==> src/rtl/vol_level_ctrl_pkg.sv <==
// Shared constants, types and helpers for the microphone volume-level meter.
// Level geometry: 12-bit unsigned samples, 11-bit amplitude, 4-bit level (0..15).
package vol_level_ctrl_pkg;

  localparam int SAMPLE_W  = 12;
  localparam int AMP_W     = 11;
  localparam int LVL_W     = 4;
  localparam int LVL_MAX   = (1 << LVL_W) - 1;
  localparam int MIC_MID   = 2048;
  localparam int LVL_SHIFT = AMP_W - LVL_W;

  typedef logic [SAMPLE_W-1:0] sample_t;
  typedef logic [AMP_W-1:0]    amp_t;
  typedef logic [LVL_W-1:0]    level_t;

  typedef enum logic {
    ST_ACCUM,
    ST_UPDATE
  } state_e;

  // Half-wave rectified amplitude; samples below midpoint clamp to 0 instead of wrapping.
  function automatic amp_t amplitude(input sample_t s);
    if (s >= sample_t'(MIC_MID)) begin
      return amp_t'(s - sample_t'(MIC_MID));
    end
    return '0;
  endfunction

  function automatic level_t peak_to_level(input amp_t p);
    return level_t'(p >> LVL_SHIFT);
  endfunction

endpackage

==> src/rtl/vol_level_ctrl_if.sv <==
// Sample stream and level outputs of the volume meter.
// master = sample source / level consumer, slave = the meter itself.
interface vol_level_ctrl_if;
  import vol_level_ctrl_pkg::*;

  logic    sample_valid;
  sample_t mic_in;
  logic    freeze;
  level_t  num;
  level_t  raw_level;
  logic    level_valid;

  modport master (
    output sample_valid, mic_in, freeze,
    input  num, raw_level, level_valid
  );

  modport slave (
    input  sample_valid, mic_in, freeze,
    output num, raw_level, level_valid
  );

endinterface

==> src/rtl/vol_level_ctrl_peak_hold.sv <==
// Displayed-level filter: instant attack, then hold for HOLD_WIN windows
// before decaying one step per window; freeze suspends all changes.
module vol_peak_hold
  import vol_level_ctrl_pkg::*;
#(
  parameter int HOLD_WIN = 3
) (
  input  logic   clk,
  input  logic   rst_n,
  input  level_t raw_level,
  input  logic   update,
  input  logic   freeze,
  output level_t num
);

  localparam int HOLD_W = $clog2(HOLD_WIN) + 1;

  level_t            num_q, num_d;
  logic [HOLD_W-1:0] hold_q, hold_d;

  always_comb begin
    // NOTE: every variable gets a default first so no path leaves it unassigned (no latch).
    num_d  = num_q;
    hold_d = hold_q;
    if (update && !freeze) begin
      if (raw_level >= num_q) begin
        num_d  = raw_level;
        hold_d = '0;
      end else if (hold_q == HOLD_W'(HOLD_WIN - 1)) begin
        // raw_level < num_q here, so num_q is at least 1 and cannot underflow.
        num_d  = num_q - level_t'(1);
        hold_d = '0;
      end else begin
        hold_d = hold_q + HOLD_W'(1);
      end
    end
  end

  always_ff @(posedge clk or negedge rst_n) begin
    if (!rst_n) begin
      num_q  <= '0;
      hold_q <= '0;
    end else begin
      // NOTE: non-blocking so all registers update from the same pre-edge values.
      num_q  <= num_d;
      hold_q <= hold_d;
    end
  end

  assign num = num_q;

endmodule

==> src/rtl/vol_level_ctrl.sv <==
// Microphone volume meter: per-window peak of the rectified signal, quantised
// to 0..15 and smoothed by vol_peak_hold for the bar display.
module vol_level_ctrl
  import vol_level_ctrl_pkg::*;
#(
  parameter int WINDOW   = 4000,
  parameter int HOLD_WIN = 3
) (
  input  logic             clk,
  input  logic             rst_n,
  vol_level_ctrl_if.slave  bus
);

  localparam int CNT_W = (WINDOW > 1) ? $clog2(WINDOW) : 1;

  state_e           state_q, state_d;
  logic [CNT_W-1:0] cnt_q, cnt_d;
  amp_t             peak_q, peak_d;
  level_t           raw_q, raw_d;

  amp_t             amp;
  amp_t             peak_upd;
  logic             window_end;
  logic             level_valid;

  always_comb begin
    amp        = amplitude(bus.mic_in);
    // Count 0 marks the first sample of a window, which replaces the stale peak.
    peak_upd   = ((cnt_q == '0) || (amp > peak_q)) ? amp : peak_q;
    window_end = bus.sample_valid && (cnt_q == CNT_W'(WINDOW - 1));

    state_d     = state_q;
    cnt_d       = cnt_q;
    peak_d      = peak_q;
    raw_d       = raw_q;
    level_valid = 1'b0;

    if (bus.sample_valid) begin
      peak_d = peak_upd;
      cnt_d  = window_end ? '0 : cnt_q + CNT_W'(1);
    end

    // Levels are loaded on the edge entering UPDATE so they are visible during it.
    if (window_end) begin
      raw_d = peak_to_level(peak_upd);
    end

    case (state_q)
      ST_ACCUM: begin
        if (window_end) begin
          state_d = ST_UPDATE;
        end
      end
      ST_UPDATE: begin
        level_valid = 1'b1;
        state_d     = ST_ACCUM;
      end
      default: state_d = ST_ACCUM;
    endcase
  end

  always_ff @(posedge clk or negedge rst_n) begin
    if (!rst_n) begin
      state_q <= ST_ACCUM;
      cnt_q   <= '0;
      peak_q  <= '0;
      raw_q   <= '0;
    end else begin
      state_q <= state_d;
      cnt_q   <= cnt_d;
      peak_q  <= peak_d;
      raw_q   <= raw_d;
    end
  end

  vol_peak_hold #(
    .HOLD_WIN (HOLD_WIN)
  ) u_peak_hold (
    .clk       (clk),
    .rst_n     (rst_n),
    .raw_level (raw_d),
    .update    (window_end),
    .freeze    (bus.freeze),
    .num       (bus.num)
  );

  assign bus.raw_level   = raw_q;
  assign bus.level_valid = level_valid;

endmodule
==> src/flat_wrapper.sv <==
// flat-port wrapper written by rule: the top's interface ports become plain ports
module vol_level_ctrl_flat import vol_level_ctrl_pkg::*;
#(
  parameter int WINDOW   = 4000,
  parameter int HOLD_WIN = 3
)
  (clk, rst_n, bus_sample_valid, bus_mic_in, bus_freeze, bus_num, bus_raw_level, bus_level_valid);
  vol_level_ctrl_if bus_i ();
  input  logic clk;
  input  logic rst_n;
  input wire logic [$bits(bus_i.sample_valid)-1:0] bus_sample_valid;
  input wire logic [$bits(bus_i.mic_in)-1:0] bus_mic_in;
  input wire logic [$bits(bus_i.freeze)-1:0] bus_freeze;
  output wire logic [$bits(bus_i.num)-1:0] bus_num;
  output wire logic [$bits(bus_i.raw_level)-1:0] bus_raw_level;
  output wire logic [$bits(bus_i.level_valid)-1:0] bus_level_valid;
  assign bus_i.sample_valid = bus_sample_valid;
  assign bus_i.mic_in = bus_mic_in;
  assign bus_i.freeze = bus_freeze;
  assign bus_num = bus_i.num;
  assign bus_raw_level = bus_i.raw_level;
  assign bus_level_valid = bus_i.level_valid;
  vol_level_ctrl #(.WINDOW(WINDOW), .HOLD_WIN(HOLD_WIN)) u_core (.clk(clk), .rst_n(rst_n), .bus(bus_i));
endmodule
==> config.mk <==
export PLATFORM = sky130hd
export DESIGN_NAME = vol_level_ctrl_flat
export DESIGN_NICKNAME = d
export VERILOG_FILES = /design/src/rtl/vol_level_ctrl_pkg.sv /design/src/rtl/vol_level_ctrl_if.sv /design/src/rtl/vol_level_ctrl_peak_hold.sv /design/src/rtl/vol_level_ctrl.sv /design/src/flat_wrapper.sv
export SDC_FILE = /design/constraint.sdc
export NUM_CORES = 1
export LEC_CHECK = 0
export ABC_AREA = 1
export BUFFER_PORTS_ARGS = -buffer_cell sky130_fd_sc_hd__buf_2
export CORE_MARGIN = 5
export CORE_UTILIZATION = 57
export CTS_CLUSTER_SIZE = 16
export DETAILED_ROUTE_END_ITERATION = 10
export PLACE_DENSITY_LB_ADDON = 0.3
export SYNTH_ARGS = -nofsm -noshare
export SYNTH_HDL_FRONTEND = slang
export SYNTH_SLANG_ARGS = --single-unit
==> constraint.sdc <==
create_clock -name clk -period 3 [get_ports clk]
set_clock_uncertainty 0.05 [all_clocks]
set_input_delay 0.3 -clock clk [delete_from_list [all_inputs] [get_ports clk]]
set_output_delay 0.3 -clock clk [all_outputs]
set_load 0.1 [all_outputs]
# Yosys cells after proc, flatten, opt, wreduce, memory -nomap -nowiden
# Index checks and enable logic that the tools add are counted.
dict set report totals {
  reg_bits 35
  in_bits 16
  out_inout_bits 9
  wordCells 38
}
dict set report op_classes {
  add_sub_neg 4
  order_cmp 3
  n_eq_ne 2
  muxes 13
  bitwise 1
  n_reduce_logical 8
}
# cell count
set op_table {}
lappend op_table {{11-bit 2-to-1 mux} 3}
lappend op_table {{12-bit by 1-bit adder with 12-bit output, second input constant} 1}
lappend op_table {{12-bit equality test, second input constant} 1}
lappend op_table {{12-bit >= comparator, second input constant} 1}
lappend op_table {{12-bit logical NOT} 1}
lappend op_table {{12-bit 2-to-1 mux} 1}
lappend op_table {{4-bit 2-to-1 mux} 3}
lappend op_table {{11-bit greater-than comparator} 1}
lappend op_table {{11-bit by 1-bit subtractor with 11-bit output, second input constant} 1}
lappend op_table {{3-bit 2-to-1 mux} 2}
lappend op_table {{4-bit >= comparator} 1}
lappend op_table {{2-bit AND reduction} 2}
lappend op_table {{4-bit by 1-bit subtractor with 4-bit output, second input constant} 1}
lappend op_table {{3-bit by 1-bit adder with 3-bit output, second input constant} 1}
lappend op_table {{3-bit by 2-bit equality test with 1-bit output, second input constant} 1}
lappend op_table {{1-bit 2-to-1 mux} 3}
lappend op_table {{1-bit logical AND} 2}
lappend op_table {{1-bit one-hot mux with 2 select lines} 1}
lappend op_table {{2-bit nonzero test} 1}
lappend op_table {{1-bit logical NOT} 1}
lappend op_table {{1-bit logical OR} 1}
lappend op_table {{1-bit inverter} 1}

# Logic depth before layout (Yosys ltp)
# Gate-level depths: netlist of run 1.
dict set report logic_depth {
  word_depth 10
  depth_mapped 25
  depth_no_buf 24
}

# Hierarchy
# From an unflattened synthesis of run 1, not the netlist that was laid out.
dict set report unflattened {
  cells_unflattened 313
  area_unflattened_um2 2404.8
}
# mod n_inst cells_each area_per_inst_um2 seq_area_each_um2
set by_module_without_submodules {}
lappend by_module_without_submodules {vol_level_ctrl 1 227 1774.2 700.7}
lappend by_module_without_submodules {vol_peak_hold 1 86 630.6 175.2}

# Worst setup path before layout of run 1
# OpenSTA, ideal clock, no wires.
dict set report synth_timing {
  path_type {input port to flip-flop}
  start {input bus_mic_in[11]}
  end {register u_core.u_peak_hold.num_q[0] (netlist: u_core.u_peak_hold.num[0])}
  setup_ps 123
  t_arrival_ps 2869
  t_required_ps 2827
  setup_slack_ps -42
  stages 23
  path_buffers 1
  cell_sequence {clkbuf_1 > nand2_1 > inv_1 > ha_1 > nand2_1 > inv_1 > nand2_1 > nor2_1 > nand2_1 > nand3_1 > nand2_1 > nand2_2 > nand2_1 > nand3_1 > nand2_1 > ha_1 > a21oi_1 > nand3_1 > or2_2 > nand2_2 > clkinv_2 > nor2_1 > a21oi_2}
}
dict set report synth_between {
  elab_chain_cells 10
  elab_cells_between_ends 11
  cone_classes {3 x order compare; 5 x mux; 3 x reduce/logical}
}
# item line_no
set synth_rtl {}
lappend synth_rtl {{start: declaration} flat_wrapper.sv:12} ;# input wire logic [$bits(bus_i.mic_in)-1:0] bus_mic_in;
lappend synth_rtl {{12-bit >= comparator *} vol_level_ctrl_pkg.sv:23} ;# if (s >= sample_t'(MIC_MID)) begin
lappend synth_rtl {{1-bit 2-to-1 mux *} vol_level_ctrl_pkg.sv:23}
lappend synth_rtl {{11-bit 2-to-1 mux *} vol_level_ctrl_pkg.sv:26} ;# return '0;
lappend synth_rtl {{11-bit greater-than comparator} vol_level_ctrl.sv:29} ;# peak_upd = ((cnt_q == '0) || (amp > peak_q)) ? amp : peak_q;
lappend synth_rtl {{1-bit logical OR} vol_level_ctrl.sv:29}
lappend synth_rtl {{11-bit 2-to-1 mux *} vol_level_ctrl.sv:29}
lappend synth_rtl {{4-bit 2-to-1 mux *} vol_level_ctrl.sv:44} ;# if (window_end) begin
lappend synth_rtl {{named net u_core.raw_d[3]} vol_level_ctrl.sv:19} ;# level_t raw_q, raw_d;
lappend synth_rtl {{4-bit >= comparator *} vol_level_ctrl_peak_hold.sv:26} ;# if (raw_level >= num_q) begin
lappend synth_rtl {{2-bit nonzero test (no source line)} n/a}
lappend synth_rtl {{2-bit AND reduction (no source line)} n/a}
lappend synth_rtl {{end signal: assignment} vol_level_ctrl_peak_hold.sv:45} ;# num_q <= num_d;
lappend synth_rtl {{end: declaration} vol_level_ctrl_peak_hold.sv:18} ;# level_t num_q, num_d;
# The timed path passes the listed nets; every way through them passes the cells marked *.
# A chain may end at the register's enable or synchronous reset.

# Worst setup path after layout of run 1
dict set report layout_timing {
  start {register u_core.peak_q[9]}
  end {register u_core.u_peak_hold.num_q[0] (netlist: u_core.u_peak_hold.num[0])}
}
dict set report layout_between {
  elab_chain_cells 7
  elab_cells_between_ends 8
  cone_classes {2 x order compare; 3 x mux; 3 x reduce/logical}
}
# item line_no
set layout_rtl {}
lappend layout_rtl {{start: declaration} vol_level_ctrl.sv:18} ;# amp_t peak_q, peak_d;
lappend layout_rtl {{start signal: assignment} vol_level_ctrl.sv:71} ;# peak_q <= peak_d;
lappend layout_rtl {{11-bit greater-than comparator *} vol_level_ctrl.sv:29}
lappend layout_rtl {{1-bit logical OR *} vol_level_ctrl.sv:29}
lappend layout_rtl {{11-bit 2-to-1 mux *} vol_level_ctrl.sv:29}
lappend layout_rtl {{4-bit 2-to-1 mux *} vol_level_ctrl.sv:44}
lappend layout_rtl {{named net u_core.raw_d[3]} vol_level_ctrl.sv:19}
lappend layout_rtl {{4-bit >= comparator *} vol_level_ctrl_peak_hold.sv:26}
lappend layout_rtl {{2-bit nonzero test (no source line)} n/a}
lappend layout_rtl {{2-bit AND reduction (no source line)} n/a}
# Marked as above.

==> results.md, run 1 <==
- Pwr Total: 0.00154 W
- Slew @ Worst Pin: 783 ps
- Pre-antenna DRT Iters: 4
- Synth Cell Area: 2240 µm²
- Area Growth Syn to Fin: 18.8%
- RR Endpoint: u_core.u_peak_hold.num[0]$_DFFE_PN0P_
- Worst skew pair latency: 280 ps
- Layout cells sized above 1: 0.257
- Headroom to the max-slew limit: 0.478
- Worst Path Arrival: 2960 ps
- Warnings from Yosys: 0
- Number of buffers created by CTS: 5
- Crit-path max FO: 5
- DR iter-0 viols: 84
- First-pass GRT wire length: 8240 µm
- Mean post-synth cell area: 7.71 µm²
- GR Overflow Total: 0
- Final worst slack: 169 ps
- Io pins: 25
- CP Class: reg2reg
- Slew Limit Fails: 0
- Initial Utilization: 0.598
- Tightest Hold Check Type: in2async
- DRC errors left: 0
- Outcome: finished clean
- Placed instance count: 369
- Vias/cell: 5.04
- HPWL reported at the end of detailed placement: 3440 µm
- N_diodes: 0
- Cell Rows: 22
- Initial antenna violation count: 0
- Crit path from: u_core.peak_q[9]$_DFFE_PN0P_
- Crit end category: register
- Maximum clock rate: 353 MHz
- Tot GR Track Use: 0.195
- FF-to-FF setup slack: 170 ps
- Largest net degree at the start of global routing: 36
- WL/cell: 12.4 µm
- Pwr Density: 579 nW/µm²
- Reg clk slew, reported paths: 70 ps
- Max-Cap Viols: 0
- Sink Count: 35
- Synthesized net count: 324
- # setup viols final: 0
- Period minus WS final: 2830 ps
- Largest family of logic cells by synthesized area: simple AND/OR/NAND/NOR gates
- Compound-Gate Fraction of Synth Area: 0.0912
- Core Util, Final: 0.710
- Reg2reg start: u_core.peak_q[9]$_DFFE_PN0P_
- Synth Instances: 290
- Share of the synthesized area in the top cell type: 0.391
- Post-route setup TNS: 0 ps
- PortBufs: 24
- Synth cell types: 31
- Die Wd: 72.7 µm
- Seq/Total Area, Yosys: 0.391
- Detailed-route via count: 1909
- Fill count: 310
- Die area: 5280 µm²
- Post-Route WL: 4710 µm
- Root buf cell: clkbuf_8
- Tcrit/Tclk final: 0.944
- Routability congestion estimate: 0.821
- Clk buf depth: 2
- Req. time, crit path: 3120 ps
- CTS tree: built
- Leading area contributor after synthesis: dfrtp_1
- Final Hold Fails: 0
- Vias in the first global route: 1901
- Cts hold-fix bufs: 0
- Leak Pwr: 1.52 nW
- Post-route ant nets: 0
- Peak supply drop: 357 µV
- Synthesis-stage register bit count: 35
- Reg2Reg Depth: 21
- Crit start category: register
- Nets: 364
- Die H: 72.7 µm
- Area contributors post-synth: dfrtp_1, nand2_1, ha_1, inv_1, nand3_1
- Mux cell area share after synthesis: 0
- H-Tree Depth: 2
- Pre-CTS WS: -191 ps
- Area share of fa/ha/maj cells after synthesis: 0.101
- Synth Area in XOR/XNOR: 0.0157
- Non-Filler Instances: 379
- Synth Area in Simple Gates: 0.293
- Placeable core area: 3740 µm²
[sequential cells by signal (all words and copies together), names as in the netlist]
register,cells
u_core.cnt_q,12
u_core.u_peak_hold.hold_q,3
u_core.bus.raw_level,4
u_core.peak_q,11
u_core.u_peak_hold.num,4
u_core.state_q,1
[metal layers]
layer / share of wire / track usage / wire, µm
met5: 0 / 0 / 0
met4: 0.013 / 0.0553 / 59
met3: 0.045 / 0.0331 / 210
met2: 0.48 / 0.330 / 2280
met1: 0.46 / 0.257 / 2160
[logic make-up after synthesis]
group,Yosys count
compound gates,39
fa+ha+maj,18
simple gates,135
flops,35
xor+xnor,4
buf+inv,59
[critical path, stage by stage (launching register included)]
cell and delay [ps]:
dfrtp_1 380, inv_1 50, ha_1 280, nand2_1 60, inv_2 70, nand2_2 60, nor2_2 90, nand2_1 60
nand3_1 90, nand2_2 120, nand2_4 100, nand2_1 50, nand3_1 90, nand2_1 110, ha_4 240, a21oi_2 140
nand3_2 100, or2_2 300, nand2_2 90, clkinv_2 60, nor2_2 100, a21oi_2 40
[power by group]
part / total (W) / switching [W] / internal, W / leakage, nW
registers: 0.000672 / 0.0000946 / 0.000577 / 0.441
logic: 0.000534 / 0.000318 / 0.000216 / 1.03
clock network: 0.000333 / 0.000170 / 0.000163 / 0.0422
[what timing repair did]
action	in CTS	in global routing
pin swaps	1	3
buffers inserted	0	2
resized for setup	1	17
endpoints found under the setup margin	1	7
[cells in the mapped netlist (all sizes together)]
| cell | number |
|---|---|
| clkinv | 1 |
| nand3b | 3 |
| dfrtp | 35 |
| or2 | 3 |
| xor2 | 4 |
| ha | 18 |
| o21ai | 24 |
| a211oi | 1 |
| nor3b | 1 |
| nand4 | 3 |
| clkbuf | 1 |
| nand3 | 25 |
| o21bai | 1 |
| nor2 | 21 |
| nor3 | 4 |
| buf | 3 |
| inv | 54 |
| a21oi | 13 |
| and2 | 1 |
| nand2 | 74 |
[per-stage QoR]
| stage | hold WS [ps] | instance area (µm²) |
|---|---|---|
| after detailed placement | 368 | 2470 |
| final | 36.8 | 2660 |
| after global routing | 99.0 | 2660 |
| after global placement | 360 | 2470 |
| after floorplan | -45.6 | 2240 |
| after CTS | 69.2 | 2550 |
[final cells by class]
| type | count | area (µm²) | area share |
|---|---|---|---|
| Clock buffer | 7 | 76.3 | 0.0287 |
| Tap cell | 48 | 60.1 | 0.0226 |
| Sequential cell | 35 | 876 | 0.330 |
| Inverter | 55 | 208 | 0.0782 |
| Clock inverter | 1 | 5.00 | 0.00188 |
| Multi-Input combinational cell | 196 | 1210 | 0.457 |
| Timing Repair Buffer | 37 | 218 | 0.0819 |
[placed cells by master (no fill, tap or decap)]
cell      netlist  final
a21oi_2         1      3
buf_4           1     13
nor2_2          4      6
nor2_1         15     13
o21bai_1        1      1
ha_1           18     14
clkbuf_8        0      5
xor2_1          4      4
inv_2           3      5
nand4_1         2      2
dfrtp_1        35     35
a21oi_1        12     10
or2_2           3      3
o21ai_0         8      8
nand2_1        70     66
nand3_2         2      5
nand2_4         0      1
nand4_2         1      1
a211oi_1        1      1
buf_2           0     24
nor3b_2         1      1
clkinv_2        1      2
nand3b_4        1      1
ha_4            0      4
o21ai_1        16     16
nor3_1          3      3
and2_4          0      1
nor2_4          2      2
inv_1          51     49
nor3_4          1      1
nand2_2         4      7
nand3b_1        2      2
clkbuf_1        1      2
nand3_1        23     20
[how the worst max path moves through the flow]
| stage | endpoint | cells after the start | slack [ps] |
|---|---|---|---|
| final | u_core.u_peak_hold.num[0]$_DFFE_PN0P_ | 21 | 170 |
| after global routing | u_core.u_peak_hold.num[0]$_DFFE_PN0P_ | 21 | -20 |
| after CTS | u_core.u_peak_hold.num[0]$_DFFE_PN0P_ | 23 | 20 |
| after detailed placement | u_core.u_peak_hold.num[0]$_DFFE_PN0P_ | 25 | -190 |
| after global placement | u_core.u_peak_hold.num[0]$_DFFE_PN0P_ | 25 | -80 |
| after floorplan | u_core.u_peak_hold.num[0]$_DFFE_PN0P_ | 23 | 10 |
No activity file was read; power rests on OpenSTA's default activity.
==> run 2: changes to the inputs <==
--- a/config.mk
+++ b/config.mk
@@ -6,7 +6,7 @@
 export NUM_CORES = 1
 export LEC_CHECK = 0
 export ABC_AREA = 1
-export BUFFER_PORTS_ARGS = -buffer_cell sky130_fd_sc_hd__buf_2
+export BUFFER_PORTS_ARGS = -buffer_cell sky130_fd_sc_hd__buf_4
 export CORE_MARGIN = 5
 export CORE_UTILIZATION = 57
 export CTS_CLUSTER_SIZE = 16
==> run 2 against run 1 <==
Compared with the run above: non-clock buffer count is 5 higher; power increased by 8.1%; sequential power about the same; clock power up 16%; first-iteration DRC count grew 46%; utilization is 4.5 points higher; sequential share of layout area decreased by 2.0 points; combinational power is 14% higher; die area is the same; wire length up 6.8%; cell area up 6.3%; cell count grew 1.3%; critical endpoint is now u_core.u_peak_hold.num[3]$_DFFE_PN0P_.
==> results.md, run 2 (synthesis gave the netlist of run 1 again) <==
- H-Tree Depth: 2 (unchanged)
- Tot GR Track Use: 0.197 (was 0.195)
- Final Hold Fails: 0 (unchanged)
- P_sw: 0.000613 W (was 0.000583 W)
- Initial Utilization: 0.598 (unchanged)
- Fill count: 267 (was 310)
- Maximum clock rate: 344 MHz (was 353 MHz)
- Clock Power Share: 0.232 (was 0.217)
- CP Cell Sequence: inv_1, ha_1, nand2_1, inv_2, nand2_2, inv_1, nand2_1, nand3_1, nand2_2, nand2_4, nand2_1, nand3_2, nand2_2, ha_4, inv_1, o21bai_1, nand3_1, nand3_2, or2_4, nand2_4, buf_4, nand2_1, nand2_1 (was inv_1, ha_1, nand2_1, inv_2, nand2_2, nor2_2, nand2_1, nand3_1, nand2_2, nand2_4, nand2_1, nand3_1, nand2_1, ha_4, a21oi_2, nand3_2, or2_2, nand2_2, clkinv_2, nor2_2, a21oi_2)
- Die Wd: 72.7 µm (unchanged)
- Placed instance count: 367 (was 369)
- Die H: 72.7 µm (unchanged)
- # setup viols final: 0 (unchanged)
- Commonest cells after routing, fill and taps aside: nand2_1, inv_1, buf_4, dfrtp_1, nand3_1 (was nand2_1, inv_1, dfrtp_1, buf_2, nand3_1)
- Area Growth Syn to Fin: 26.3% (was 18.8%)
- Post-Route WL: 5030 µm (was 4710 µm)
- WL/cell: 13.1 µm (was 12.4 µm)
- Comb pwr share: 0.365 (was 0.347)
- Placed cell areas: 2520 µm² (was 2470 µm²)
- Multi-input gate area: 1260 µm² (was 1210 µm²)
- Pre-antenna DRT Iters: 4 (unchanged)
- Post-route setup TNS: 0 ps (unchanged)
- Period minus WS final: 2910 ps (was 2830 ps)
- Worst path slowest cell: dfrtp_1 (unchanged)
- Sink Count: 35 (unchanged)
- PortBufs: 24 (unchanged)
- CTS tree: built (unchanged)
- Tightest Hold Check Type: in2reg (was in2async)
- DR iter-0 viols: 123 (was 84)
- Leak Pwr: 1.56 nW (was 1.52 nW)
- Non-Filler Instances: 384 (was 379)
- Outcome: finished clean (unchanged)
- Headroom to the max-slew limit: 0.697 (was 0.478)
- Peak supply drop: 406 µV (was 357 µV)
- Final hold slack: 238 ps (was 36.8 ps)
- Vias/cell: 5.29 (was 5.04)
- Post-route cell area: 2830 µm² (was 2660 µm²)
- Crit start category: register (unchanged)
- Core Util, Final: 0.755 (was 0.710)
- Slew @ Worst Pin: 455 ps (was 783 ps)
- Nets: 369 (was 364)
- Cell Rows: 22 (unchanged)
- Largest registers: u_core.cnt_q x12, u_core.peak_q x11 (unchanged)
- Sw Share: 0.368 (was 0.379)
- Tcrit/Tclk final: 0.970 (was 0.944)
- Worst skew pair latency: 290 ps (was 280 ps)
- Most common cell after layout, fill and taps aside: nand2_1 (unchanged)
- Most used cell, CP: nand2_1 (unchanged)
- Crit end category: register (unchanged)
- Max-Cap Viols: 0 (unchanged)
- Worst Path Arrival: 3090 ps (was 2960 ps)
- Clk buf depth: 2 (unchanged)
- Routability congestion estimate: 0.815 (was 0.821)
- DRC errors left: 0 (unchanged)
- Detailed-route via count: 2031 (was 1909)
- Req. time, crit path: 3180 ps (was 3120 ps)
- Max incr delay on CP: 380 ps (about the same)
- Number of buffers created by CTS: 5 (unchanged)
- GR Overflow Total: 0 (unchanged)
- Pwr Density: 589 nW/µm² (was 579 nW/µm²)
- Die area: 5280 µm² (unchanged)
- Vias in the first global route: 1954 (was 1901)
- HPWL reported at the end of detailed placement: 3450 µm (was 3440 µm)
- Initial antenna violation count: 0 (unchanged)
- Reg power frac: 0.403 (was 0.437)
- First-pass GRT wire length: 8130 µm (was 8240 µm)
- Int Pwr: 0.00105 W (was 0.000956 W)
- CP Class: reg2reg (unchanged)
- Max reg flops: 12 (unchanged)
- Slew Limit Fails: 0 (unchanged)
- Placeable core area: 3740 µm² (unchanged)
- Crit-path max FO: 5 (unchanged)
- Layout cells sized above 1: 0.289 (was 0.257)
- Register bank with the most flops: u_core.cnt_q (unchanged)
- Io pins: 25 (unchanged)
- Largest net degree at the start of global routing: 36 (unchanged)
- FF+latch area: 876 µm² (unchanged)
- N_diodes: 0 (unchanged)
- Root buf cell: clkbuf_8 (unchanged)
- Post-route ant nets: 0 (unchanged)
- Reg clk slew, reported paths: 70 ps (about the same)
-- run 2: changes by cell type in the layout (fill, tap and decap cells not counted), moves of 2 or more --
cell,change
clkbuf_1,-2
nand2_1,-2
clkinv_2,-2
ha_1,-2
inv_2,+3
nor2_4,+2
buf_2,-24
buf_4,+28
inv_1,-3
ha_4,+2
nor2_2,-2
clkbuf_8,+2
-- run 2: worst max-delay path, delay by kind of cell, from the launching register on --
kind / cells / cell delay [ps]
AOI/OAI and AO/OA: 1 / 80
adders and majority gates: 2 / 510
buffers and inverters: 5 / 320
DFF: 1 / 380
and+or+nand+nor: 15 / 1510
-- run 2: per-stage QoR --
stage / worst slack, ps / power, W
after floorplan: 10.9 / 0.00104
after global placement: -57.1 / 0.00113
after detailed placement: -211 / 0.00115
after CTS: 0.875 / 0.00156
after global routing: -124 / 0.00180
final: 90.1 / 0.00166
-- run 2: final timing paths --
kind | start | to | slack (ps) | cells past startpoint
min | bus_mic_in[7] | u_core.peak_q[7]$_DFFE_PN0P_ | 240 | 3
max in group asynchronous | rst_n | u_core.peak_q[9]$_DFFE_PN0P_ | 2130 | 2
min in group asynchronous | rst_n | u_core.cnt_q[3]$_DFFE_PN0P_ | 440 | 2
min reg2reg | u_core.state_q$_DFF_PN0_ | u_core.state_q$_DFF_PN0_ | 380 | 1
max | u_core.peak_q[9]$_DFFE_PN0P_ | u_core.u_peak_hold.num[3]$_DFFE_PN0P_ | 90 | 23
max reg2reg | u_core.peak_q[9]$_DFFE_PN0P_ | u_core.u_peak_hold.num[3]$_DFFE_PN0P_ | 90 | 23
-- run 2: final cells by class --
type / count / share of cell area
Timing Repair Buffer: 42 / 0.112
Tap cell: 48 / 0.0213
Clock buffer: 7 / 0.0341
Multi-Input combinational cell: 196 / 0.446
Clock inverter: 1 / 0.00266
Sequential cell: 35 / 0.310
Inverter: 55 / 0.0740
-- run 2: repair_timing --
item                       CTS  global route
pin swaps                    1            15
gates resized for setup      3            26
hold endpoints to repair    35             0
setup endpoints to repair    3             7
hold buffers                 1             0
setup buffers                1             7
-- run 2: power by group through the flow --
| stage | Combinational [W] | Clock (W) | Sequential (W) |
|---|---|---|---|
| 6_report | 0.000608 | 0.000385 | 0.000671 |
| 5_1_grt | 0.000700 | 0.000410 | 0.000687 |
| 4_1_cts | 0.000499 | 0.000391 | 0.000669 |
| 3_5_place_dp | 0.000478 | 0 | 0.000676 |
| 3_3_place_gp | 0.000458 | 0 | 0.000671 |
| 2_1_floorplan | 0.000382 | 0 | 0.000655 |
-- run 2: per-layer routing --
metal	track usage	vias up	part of all wire
li1	-	1006	-
met1	0.236	967	0.44
met2	0.335	42	0.49
met3	0.0551	16	0.041
met4	0.0738	0	0.027
met5	0	-	0
